$ cat src/rtl/sub64_pipe_if.sv
// Operand/result streaming bundle for the pipelined 64-bit subtractor.
// The upstream side drives operands, and the downstream side drives out_ready.
interface sub64_pipe_if;
    logic        in_valid;
    logic        in_ready;
    logic [63:0] A;
    logic [63:0] B;
    logic        bin;
    logic        out_valid;
    logic        out_ready;
    logic [63:0] D;
    logic        bout;
    logic        ovf;
    logic        zero;

    modport slave (
        input  in_valid,
        input  A,
        input  B,
        input  bin,
        input  out_ready,
        output in_ready,
        output out_valid,
        output D,
        output bout,
        output ovf,
        output zero
    );

    modport master (
        output in_valid,
        output A,
        output B,
        output bin,
        output out_ready,
        input  in_ready,
        input  out_valid,
        input  D,
        input  bout,
        input  ovf,
        input  zero
    );
endinterface

$ cat src/rtl/sub64_pipe.sv
// Four-stage 64-bit subtractor: one 16-bit slice per stage, borrow carried in registers.
// Stage 3 holds the final D/bout/ovf/zero, so outputs come straight from flops.
module sub64_pipe (
    input  logic         clk,
    input  logic         rst_n,
    sub64_pipe_if.slave  bus
);

    localparam int WIDTH = 64;
    localparam int SLICE = 16;
    localparam int NST   = WIDTH / SLICE;

    // {carry_out, sum} of a + ~b + c over one slice
    function automatic logic [SLICE:0] slice_sub(
        input logic [SLICE-1:0] a,
        input logic [SLICE-1:0] b,
        input logic             c
    );
        return {1'b0, a} + {1'b0, ~b} + {{SLICE{1'b0}}, c};
    endfunction

    logic [NST-1:0] v_q;
    logic [NST-1:0] v_d;
    logic [NST-1:0] ld;
    logic [NST-1:0] src_v;
    logic [NST-1:0] en;

    logic [47:0] a0_q, a0_d;
    logic [47:0] b0_q, b0_d;
    logic [15:0] d0_q, d0_d;
    logic        c0_q, c0_d;
    logic        z0_q, z0_d;

    logic [31:0] a1_q, a1_d;
    logic [31:0] b1_q, b1_d;
    logic [31:0] d1_q, d1_d;
    logic        c1_q, c1_d;
    logic        z1_q, z1_d;

    logic [15:0] a2_q, a2_d;
    logic [15:0] b2_q, b2_d;
    logic [47:0] d2_q, d2_d;
    logic        c2_q, c2_d;
    logic        z2_q, z2_d;

    logic [63:0] d3_q, d3_d;
    logic        bout_q, bout_d;
    logic        ovf_q, ovf_d;
    logic        zero_q, zero_d;

    logic [SLICE:0] s0, s1, s2, s3;

    // Ready chain: a stage may load when empty or when its successor loads
    always_comb begin
        ld[3] = ~v_q[3] | bus.out_ready;
        ld[2] = ~v_q[2] | ld[3];
        ld[1] = ~v_q[1] | ld[2];
        ld[0] = ~v_q[0] | ld[1];
    end

    assign src_v = {v_q[2:0], bus.in_valid};
    assign en    = ld & src_v;

    always_comb begin
        v_d = v_q;
        for (int k = 0; k < NST; k++) begin
            if (ld[k]) v_d[k] = src_v[k];
        end
    end

    always_comb begin
        s0   = slice_sub(bus.A[15:0], bus.B[15:0], ~bus.bin);
        a0_d = bus.A[63:16];
        b0_d = bus.B[63:16];
        d0_d = s0[15:0];
        c0_d = s0[16];
        z0_d = (s0[15:0] == '0);
    end

    always_comb begin
        s1   = slice_sub(a0_q[15:0], b0_q[15:0], c0_q);
        a1_d = a0_q[47:16];
        b1_d = b0_q[47:16];
        d1_d = {s1[15:0], d0_q};
        c1_d = s1[16];
        z1_d = z0_q & (s1[15:0] == '0);
    end

    always_comb begin
        s2   = slice_sub(a1_q[15:0], b1_q[15:0], c1_q);
        a2_d = a1_q[31:16];
        b2_d = b1_q[31:16];
        d2_d = {s2[15:0], d1_q};
        c2_d = s2[16];
        z2_d = z1_q & (s2[15:0] == '0);
    end

    // Top slice also resolves the borrow-out and signed overflow
    always_comb begin
        s3     = slice_sub(a2_q, b2_q, c2_q);
        d3_d   = {s3[15:0], d2_q};
        bout_d = ~s3[16];
        ovf_d  = (a2_q[15] ^ b2_q[15]) & (s3[15] ^ a2_q[15]);
        zero_d = z2_q & (s3[15:0] == '0);
    end

    always_ff @(posedge clk or negedge rst_n) begin
        if (!rst_n) begin
            v_q <= '0;
        end else begin
            v_q <= v_d;
        end
    end

    always_ff @(posedge clk or negedge rst_n) begin
        if (!rst_n) begin
            a0_q <= '0;
            b0_q <= '0;
            d0_q <= '0;
            c0_q <= 1'b0;
            z0_q <= 1'b0;
        end else if (en[0]) begin
            a0_q <= a0_d;
            b0_q <= b0_d;
            d0_q <= d0_d;
            c0_q <= c0_d;
            z0_q <= z0_d;
        end
    end

    always_ff @(posedge clk or negedge rst_n) begin
        if (!rst_n) begin
            a1_q <= '0;
            b1_q <= '0;
            d1_q <= '0;
            c1_q <= 1'b0;
            z1_q <= 1'b0;
        end else if (en[1]) begin
            a1_q <= a1_d;
            b1_q <= b1_d;
            d1_q <= d1_d;
            c1_q <= c1_d;
            z1_q <= z1_d;
        end
    end

    always_ff @(posedge clk or negedge rst_n) begin
        if (!rst_n) begin
            a2_q <= '0;
            b2_q <= '0;
            d2_q <= '0;
            c2_q <= 1'b0;
            z2_q <= 1'b0;
        end else if (en[2]) begin
            a2_q <= a2_d;
            b2_q <= b2_d;
            d2_q <= d2_d;
            c2_q <= c2_d;
            z2_q <= z2_d;
        end
    end

    always_ff @(posedge clk or negedge rst_n) begin
        if (!rst_n) begin
            d3_q   <= '0;
            bout_q <= 1'b0;
            ovf_q  <= 1'b0;
            zero_q <= 1'b0;
        end else if (en[3]) begin
            d3_q   <= d3_d;
            bout_q <= bout_d;
            ovf_q  <= ovf_d;
            zero_q <= zero_d;
        end
    end

    assign bus.in_ready  = ld[0];
    assign bus.out_valid = v_q[3];
    assign bus.D         = d3_q;
    assign bus.bout      = bout_q;
    assign bus.ovf       = ovf_q;
    assign bus.zero      = zero_q;

endmodule

$ cat src/flat_wrapper.sv
// flat-port wrapper written by rule: the top's interface ports become plain ports
module sub64_pipe_flat 
  (clk, rst_n, bus_in_valid, bus_A, bus_B, bus_bin, bus_out_ready, bus_in_ready, bus_out_valid, bus_D, bus_bout, bus_ovf, bus_zero);
  sub64_pipe_if bus_i ();
  input  logic clk;
  input  logic rst_n;
  input wire logic [$bits(bus_i.in_valid)-1:0] bus_in_valid;
  input wire logic [$bits(bus_i.A)-1:0] bus_A;
  input wire logic [$bits(bus_i.B)-1:0] bus_B;
  input wire logic [$bits(bus_i.bin)-1:0] bus_bin;
  input wire logic [$bits(bus_i.out_ready)-1:0] bus_out_ready;
  output wire logic [$bits(bus_i.in_ready)-1:0] bus_in_ready;
  output wire logic [$bits(bus_i.out_valid)-1:0] bus_out_valid;
  output wire logic [$bits(bus_i.D)-1:0] bus_D;
  output wire logic [$bits(bus_i.bout)-1:0] bus_bout;
  output wire logic [$bits(bus_i.ovf)-1:0] bus_ovf;
  output wire logic [$bits(bus_i.zero)-1:0] bus_zero;
  assign bus_i.in_valid = bus_in_valid;
  assign bus_i.A = bus_A;
  assign bus_i.B = bus_B;
  assign bus_i.bin = bus_bin;
  assign bus_i.out_ready = bus_out_ready;
  assign bus_in_ready = bus_i.in_ready;
  assign bus_out_valid = bus_i.out_valid;
  assign bus_D = bus_i.D;
  assign bus_bout = bus_i.bout;
  assign bus_ovf = bus_i.ovf;
  assign bus_zero = bus_i.zero;
  sub64_pipe u_core (.clk(clk), .rst_n(rst_n), .bus(bus_i));
endmodule
$ cat config.mk
export PLATFORM = sky130hd
export DESIGN_NAME = sub64_pipe_flat
export DESIGN_NICKNAME = d
export VERILOG_FILES = /design/src/rtl/sub64_pipe_if.sv /design/src/rtl/sub64_pipe.sv /design/src/flat_wrapper.sv
export SDC_FILE = /design/constraint.sdc
export NUM_CORES = 1
export LEC_CHECK = 0
export ABC_AREA = 1
export ABC_CLOCK_PERIOD_IN_PS = 2700
export CAP_MARGIN = 25
export CORE_MARGIN = 4
export CORE_UTILIZATION = 41
export DETAILED_ROUTE_END_ITERATION = 8
export DONT_BUFFER_PORTS = 1
export GPL_TIMING_DRIVEN = 0
export PLACE_DENSITY_LB_ADDON = 0.15
export RECOVER_POWER = 100
export SKIP_CTS_REPAIR_TIMING = 1
export SLEW_MARGIN = 10
export SYNTH_ARGS = -nofsm -noshare
export SYNTH_HDL_FRONTEND = slang
export SYNTH_SLANG_ARGS = --single-unit
export TNS_END_PERCENT = 10
$ cat constraint.sdc
create_clock -name clk -period 2.7 [get_ports clk]
set_clock_uncertainty 0.2 [all_clocks]
set_input_delay 0.27 -clock clk [delete_from_list [all_inputs] [get_ports clk]]
set_output_delay 0.27 -clock clk [all_outputs]
set_load 0.02 [all_outputs]
; ---- After elaboration in Yosys (flattened, before gate mapping)
; Index checks and enable logic that the tools add are counted.
[totals]
elab_cells = 56
reg_bits = 365
[op_classes]
bitwise_logic = 21
reduce_logical = 4
addsub = 8
[op_table]
columns = op, n
row1 = $add 16x16->17, 4
row2 = $add 17x1->17, 4
row3 = $logic_not 16->1, 4
row4 = $not 16->16, 4
row5 = $not 1->1, 6
row6 = $and 1x1->1, 4
row7 = $and 4x4->4, 1
row8 = $or 1x1->1, 4
row9 = $xor 1x1->1, 2

; ---- Depth between registers and ports, before layout
; Gate-level depths: netlist (run 1).
[depth]
ltp_word = 6
depth_mapped = 16

; ---- Worst setup path after synthesis (run 1)
; OpenSTA, ideal clock, no wires.
[synth_path]
path_type = register to register
startpoint = register u_core.c1_q
endpoint = register u_core.z2_q
path_stages_with_launch = 17
arrival_ns = 2.115
synth_period_minus_slack_ns = 2.380
path_slack_ns = 0.320
cell_sequence = dfrtp_1 > inv_1 > fa_1 > fa_1 > inv_1 > nand3_1 > nand2_2 > nand2_2 > nand2_1 > nand2_1 > nand2_1 > nand2_1 > nand2_1 > nand2_1 > nor2_1 > nand3_1 > nand2_1
[synth_via]
elab_chain_cells = 3
[synth_rtl]
columns = element, line_no
row1 = from (decl), sub64_pipe.sv:37  ; logic c1_q, c1_d;
row2 = from (signal assigned), sub64_pipe.sv:136  ; c1_q <= 1'b0;
row3 = from (signal assigned), sub64_pipe.sv:142  ; c1_q <= c1_d;
row4 = $add 17x1->17, sub64_pipe.sv:19  ; return {1'b0, a} + {1'b0, ~b} + {{SLICE{1'b0}}, c};
row5 = $logic_not 16->1, sub64_pipe.sv:95  ; z2_d = z1_q & (s2[15:0] == '0);
row6 = $and 1x1->1, sub64_pipe.sv:95
row7 = to (signal assigned), sub64_pipe.sv:159  ; z2_q <= z2_d;
row8 = to (decl), sub64_pipe.sv:44  ; logic z2_q, z2_d;
; Every way passes these cells.
; A chain may end at the register's enable or synchronous reset.

; ---- Worst setup path in the final report (run 1)
[layout_path]
startpoint = register u_core.v_q[3]
endpoint = register u_core.z0_q
[layout_via]
elab_chain_cells = 6
[layout_rtl]
columns = element, line_no
row1 = from (decl), sub64_pipe.sv:22  ; logic [NST-1:0] v_q;
row2 = from (signal assigned), sub64_pipe.sv:111  ; v_q <= v_d;
row3 = $not 1->1, sub64_pipe.sv:55  ; ld[3] = ~v_q[3] | bus.out_ready;
row4 = $or 1x1->1, sub64_pipe.sv:55
row5 = $or 1x1->1, sub64_pipe.sv:56  ; ld[2] = ~v_q[2] | ld[3];
row6 = $or 1x1->1, sub64_pipe.sv:57  ; ld[1] = ~v_q[1] | ld[2];
row7 = $or 1x1->1, sub64_pipe.sv:58  ; ld[0] = ~v_q[0] | ld[1];
row8 = $and 4x4->4, sub64_pipe.sv:62  ; assign en = ld & src_v;
row9 = to (signal assigned), sub64_pipe.sv:127  ; z0_q <= z0_d;
row10 = to (decl), sub64_pipe.sv:32  ; logic z0_q, z0_d;
; Every way passes these cells.

==> results_dict.tcl, run 1 <==
set metrics [dict create \
    ys_async_sr_fraction_pct 100 \
    overflow 0 \
    root_buffer "clkbuf_16" \
    syn_area_sq_um 17600 \
    cap_violations 0 \
    required_ps 2990 \
    ys_types 36 \
    dieArea_sq_um 46200 \
    synth_fp_nets 2434 \
    drc 0 \
    drt_first_pass_iters 5 \
    grt_util_all_layers_pct 20.6 \
    drv_slew 164 \
    clk_pin_slew_ps 60 \
    wl_per_cell_um 16.3 \
    grt_first_pass_wirelength_um 76200 \
    crit_family "simple AND/OR/NAND/NOR gates" \
    viasPerCell 4.83 \
    min_path_type "input pin to asynchronous set/reset pin" \
    antenna_found_initial 0 \
    io_pins 202 \
    cts_buffer_depth 3 \
    seq_area_sq_um 9140 \
    die_w_um 215 \
    status "finished with violations" \
    relSlewSlack_pct -11.9 \
    setup_viol 0 \
    dp_slack_ps -223 \
    grt_pass1_vias 13700 \
    hold_viol 367 \
    cp-start-kind "flip-flop" \
    routabilityCongestion 0.874 \
    dieHeight_um 215 \
    yosys_warnings 0 \
    whs_ps -760 \
    timing.fmax_mhz 380 \
    fillers 4191 \
    drive_above_1_share_pct 6.38 \
    cp_common_cell "nor2_1" \
    fin_setup_tns_ps 0 \
    area_growth_pct 17.4 \
    ys.flop_type "dfrtp_1" \
    wirelength_um 48200 \
    io_buffers 0 \
    vdd_drop_max_mv 0.517 \
    synth_area_leaders "dfrtp_1 (52%), nand2_1 (23%), inv_1 (4.7%)" \
    multi_input_area_sq_um 7230 \
    met2_length_um 21500 \
    path_class "flip-flop to flip-flop" \
    layout_commonest_cell "nand2_1" \
    highest_layer "met4" \
    power_density_nw_per_um2 1030 \
    crit_fanout 10 \
    synth_top_area_share_pct 52.0 \
    grt_setup_unrepaired "true" \
    drtIter0Drc 974 \
    place_hpwl_um 35700 \
    fin_nets 2583 \
    clkLatencyLatePin_ps 570 \
    fin_crit_ps 2630 \
    ctsHtreeMaxLevel 2 \
    rows 75 \
    p_leak_nw 11.0 \
    ys_seq_area_share_pct 52.0 \
    grt_start_max_net_pins 366 \
    numCtsBuffers 41 \
    cp_slowest_stage_delay_ps 490 \
    avgSynthCellArea_sq_um 7.86 \
    tightest_slew_ps 1680 \
    cp_cell_sequence "inv_1, nor2_1, nand3_1, nor2_1, nor2_1, buf_2, buf_2, nand4_1, nand2_1" \
    finalWorstSetupSlack_ps 67.4 \
    drt.antenna.violating_nets 0 \
    cts_tree "yes" \
    period_share_pct 97.5 \
    met3WireLength_um 2780 \
    synth_top_area_cell "dfrtp_1" \
    end_kind "flip-flop" \
    wl_met1_um 22500 \
    synthCells 2233 \
    finish.utilization_pct 48.9 \
    synth_edf_count 0 \
    core_sq_um 42100 \
    violations "hold timing, slew limit" \
    clock_sinks 365 \
    cp_slowest_cell "buf_2" \
    ys_ff_latch 365 \
    vias 14300 \
    layout_common_cells "nand2_1 (1,062), dfrtp_1 (363), inv_1 (218), o21ai_0 (122), dlygate4sd3_1 (103)" \
    floorplan.initialDensity_pct 41.7 \
    cp.arrival_ps 2920 \
    cp.buffers_inverters 3 \
]
[state kept, by name, indices dropped and copies added (netlist names), 4 cells and up]
signal	flops
u_core.d0_q	16
u_core.v_q	4
u_core.a0_q	48
u_core.b0_q	48
u_core.a2_q	16
u_core.bus.D	64
u_core.d2_q	48
u_core.d1_q	32
u_core.b1_q	32
u_core.b2_q	16
u_core.a1_q	32
[worst paths after layout]
check	startpoint	end	slack (ps)	cells past startpoint
worst max-delay path	u_core.v_q[3]	u_core.z0_q	70	9
worst min-delay path	rst_n	u_core.b0_q[9]	-760	0
worst max register to register	u_core.v_q[3]	u_core.z0_q	70	9
worst min register to register	u_core.a1_q[31]	u_core.a2_q[15]	260	2
max in group asynchronous	rst_n	u_core.b1_q[0]	1620	0
min in group clk	bus_B[15]	u_core.d0_q[15]	0	5
[layout make-up]
cell class                 count  share of cell area (%)
antenna                        1                  0.0121
tap                          539                    3.27
clock inverter                14                   0.771
timing repair buffer         106                    5.11
clock buffer                  60                    5.67
inverter                     224                    4.08
multi-input combinational   1569                    35.1
buffer                        75                    1.66
sequential                   365                    44.3
[stage by stage]
| step | std cells | area, sq um | power (mW) |
|---|---|---|---|
| floorplan | 2233 | 17600 | 13.5 |
| global placement | 2772 | 18200 | 15.6 |
| detailed placement | 2772 | 18200 | 15.7 |
| CTS | 2846 | 19600 | 21.3 |
| global route | 2952 | 20600 | 23.0 |
| finish | 2953 | 20600 | 21.3 |
[cells in the mapped netlist, drive strengths merged (3+ instances only)]
master  instances
a21oi          43
a22oi           3
a31oi           7
and2            4
buf            50
clkbuf         25
dfrtp         365
fa              8
ha             60
inv           224
nand2        1081
nand3          66
nand3b         16
nand4          12
nor2           90
nor3            3
o21ai         147
or2             3
xnor2          10
xor2            8
[metal layers]
| layer | global-route usage [%] | vias to the layer above |
|---|---|---|
| li1 | - | 7236 |
| met1 | 28.6 | 6648 |
| met2 | 32.1 | 293 |
| met3 | 5.04 | 77 |
| met4 | 6.05 | 0 |
| met5 | 0 | - |
[cells by family (layout without fill, tap and decap cells)]
kind of cell               Yosys count  in the layout  share of synthesized area, %
xor gates and xnor gates            18             18                         0.898
adders and majority gates           68             68                          5.19
other                                0              1                             0
buffers and inverters              299            479                          6.79
DFF                                365            365                          52.0
and+or+nand+nor                   1277           1277                          29.0
AOI/OAI and AO/OA                  206            206                          6.09
[where the power goes]
| part | switching, mW | internal (mW) | leakage, nW |
|---|---|---|---|
| combinational | 4.47 | 2.44 | 5.88 |
| sequential | 1.70 | 7.14 | 4.51 |
| clock | 2.27 | 3.29 | 0.654 |
| total | 8.44 | 12.9 | 11.0 |
(Power assumes the default switching activity.)
==> run 2: changes to the inputs <==
--- a/config.mk
+++ b/config.mk
@@ -13,7 +13,7 @@
 export DETAILED_ROUTE_END_ITERATION = 8
 export DONT_BUFFER_PORTS = 1
 export GPL_TIMING_DRIVEN = 0
-export PLACE_DENSITY_LB_ADDON = 0.15
+export PLACE_DENSITY_LB_ADDON = 0.08
 export RECOVER_POWER = 100
 export SKIP_CTS_REPAIR_TIMING = 1
 export SLEW_MARGIN = 10
==> results_dict.tcl, run 2 (same netlist as run 1, synthesis figures left out) <==
set metrics [dict create \
    relSlewSlack_pct 34.9 \
    period_share_pct 102 \
    root_buffer "clkbuf_16" \
    cp-start-kind "flip-flop" \
    fin_crit_ps 2740 \
    io_buffers 0 \
    hold_viol 370 \
    wl_per_cell_um 16.3 \
    largest_reg_flops 64 \
    finalWorstSetupSlack_ps -43.6 \
    cp.arrival_ps 3030 \
    whs_ps -792 \
    drt.antenna.violating_nets 0 \
    p_leak_nw 11.0 \
    timing.fmax_mhz 364 \
    finish.utilization_pct 49.0 \
    design_area_sq_um 20600 \
    layout_commonest_cell "nand2_1" \
    clkLatencyLatePin_ps 560 \
    fin_nets 2583 \
    ctsHtreeMaxLevel 2 \
    clk_pin_slew_ps 60 \
    drt_first_pass_iters 5 \
    required_ps 2990 \
    cp_num_cells 14 \
    cp_cell_sequence "fa_2, fa_2, nand3b_1, nand2_2, nand2_2, nand2_4, nand2_2, nand2_2, nand2_2, nor2_2, nand2_1, nor2_2, nand3_2, nand2_1" \
    rows 75 \
    drc 0 \
    place_area_sq_um 18200 \
    cap_violations 0 \
    cp_common_cell "nand2_2" \
    grt_util_all_layers_pct 20.5 \
    drv_slew 0 \
    io_pins 202 \
    min_path_type "input pin to asynchronous set/reset pin" \
    layout_common_cells "nand2_1 (1,053), dfrtp_1 (363), inv_1 (220), o21ai_0 (136), dlygate4sd3_1 (102)" \
    cts_tree "yes" \
    area_growth_pct 17.5 \
    place_hpwl_um 35800 \
    dp_slack_ps -204 \
    dieHeight_um 215 \
    drive_above_1_share_pct 6.69 \
    end_kind "flip-flop" \
    fin_setup_tns_ps -43.6 \
    tightest_slew_ps 977 \
    crit_fanout 3 \
    path_class "flip-flop to flip-flop" \
    cp.buffers_inverters 0 \
    worstRegToRegCells 14 \
    vdd_drop_max_mv 0.420 \
    violations "hold timing, setup timing" \
    overflow 0 \
    grt_setup_unrepaired "true" \
    antenna_found_initial 1 \
    routabilityCongestion 0.879 \
    fillers 4175 \
    numCtsBuffers 42 \
    dpl.cell_count 2772 \
    setup_viol 1 \
    cts_buffer_depth 3 \
    cp_slowest_cell "dfrtp_2" \
    grt_start_max_net_pins 366 \
    viasPerCell 4.82 \
    dieArea_sq_um 46200 \
    cp_slowest_stage_delay_ps 460 \
    crit_family "simple AND/OR/NAND/NOR gates" \
    core_sq_um 42100 \
    die_w_um 215 \
    status "finished with violations" \
    clock_sinks 365 \
    fin_cells 2945 \
    grt_pass1_vias 13800 \
    grt_first_pass_wirelength_um 75600 \
    vias 14200 \
    floorplan.initialDensity_pct 41.7 \
    drtIter0Drc 929 \
    power_mw 21.2 \
    power_density_nw_per_um2 1030 \
    wirelength_um 48000 \
]
-- run 2: cell types whose count changed in the layout (fill, tap and decap cells not counted), sizes merged, moves of 2 or more --
cell | previous run | this run
buf | 35 | 22
clkbuf | 103 | 115
clkinv | 10 | 2
inv | 224 | 226
-- run 2: area by class of cell --
class | instances | area (sq um) | area share, %
sequential | 365 | 9140 | 44.3
multi-input combinational | 1569 | 7280 | 35.3
clock buffer | 59 | 1180 | 5.74
timing repair buffer | 105 | 1040 | 5.06
inverter | 224 | 841 | 4.08
tap | 539 | 674 | 3.27
buffer | 75 | 345 | 1.67
clock inverter | 8 | 116 | 0.564
antenna | 1 | 2.50 | 0.0121
-- run 2: final timing paths --
path	slack, ps	endpoint	startpoint
setup reg to reg	-40	u_core.z1_q	u_core.b0_q[0]
hold reg to reg	270	u_core.b1_q[26]	u_core.b0_q[42]
max in group asynchronous	2280	u_core.b0_q[17]	rst_n
hold / removal	-790	u_core.bus.D[21]	rst_n
min in group clk	-10	u_core.d0_q[0]	bus_B[0]
setup / recovery	-40	u_core.z1_q	u_core.b0_q[0]
-- run 2: power breakdown --
part | internal [mW] | switching (mW) | total [mW] | leakage, nW
clock network | 3.24 | 2.25 | 5.49 | 0.630
logic | 2.44 | 4.47 | 6.92 | 5.87
registers | 7.14 | 1.68 | 8.82 | 4.51
total | 12.8 | 8.40 | 21.2 | 11.0
-- run 2: worst reg2reg max path: cells and delay by family (launching register included) --
| kind | cells | cell delay, ps |
|---|---|---|
| AND/OR/NAND/NOR | 12 | 1210 |
| adder cells (fa/ha/maj) | 2 | 800 |
| flip-flops | 1 | 460 |
-- run 2: layer usage --
layer,track usage (%),routed length [um],vias to the layer above
met3,4.51,2480,63
li1,-,-,7192
met4,4.88,971,0
met5,0,0,-
met1,29.2,22900,6661
met2,32.2,21700,272
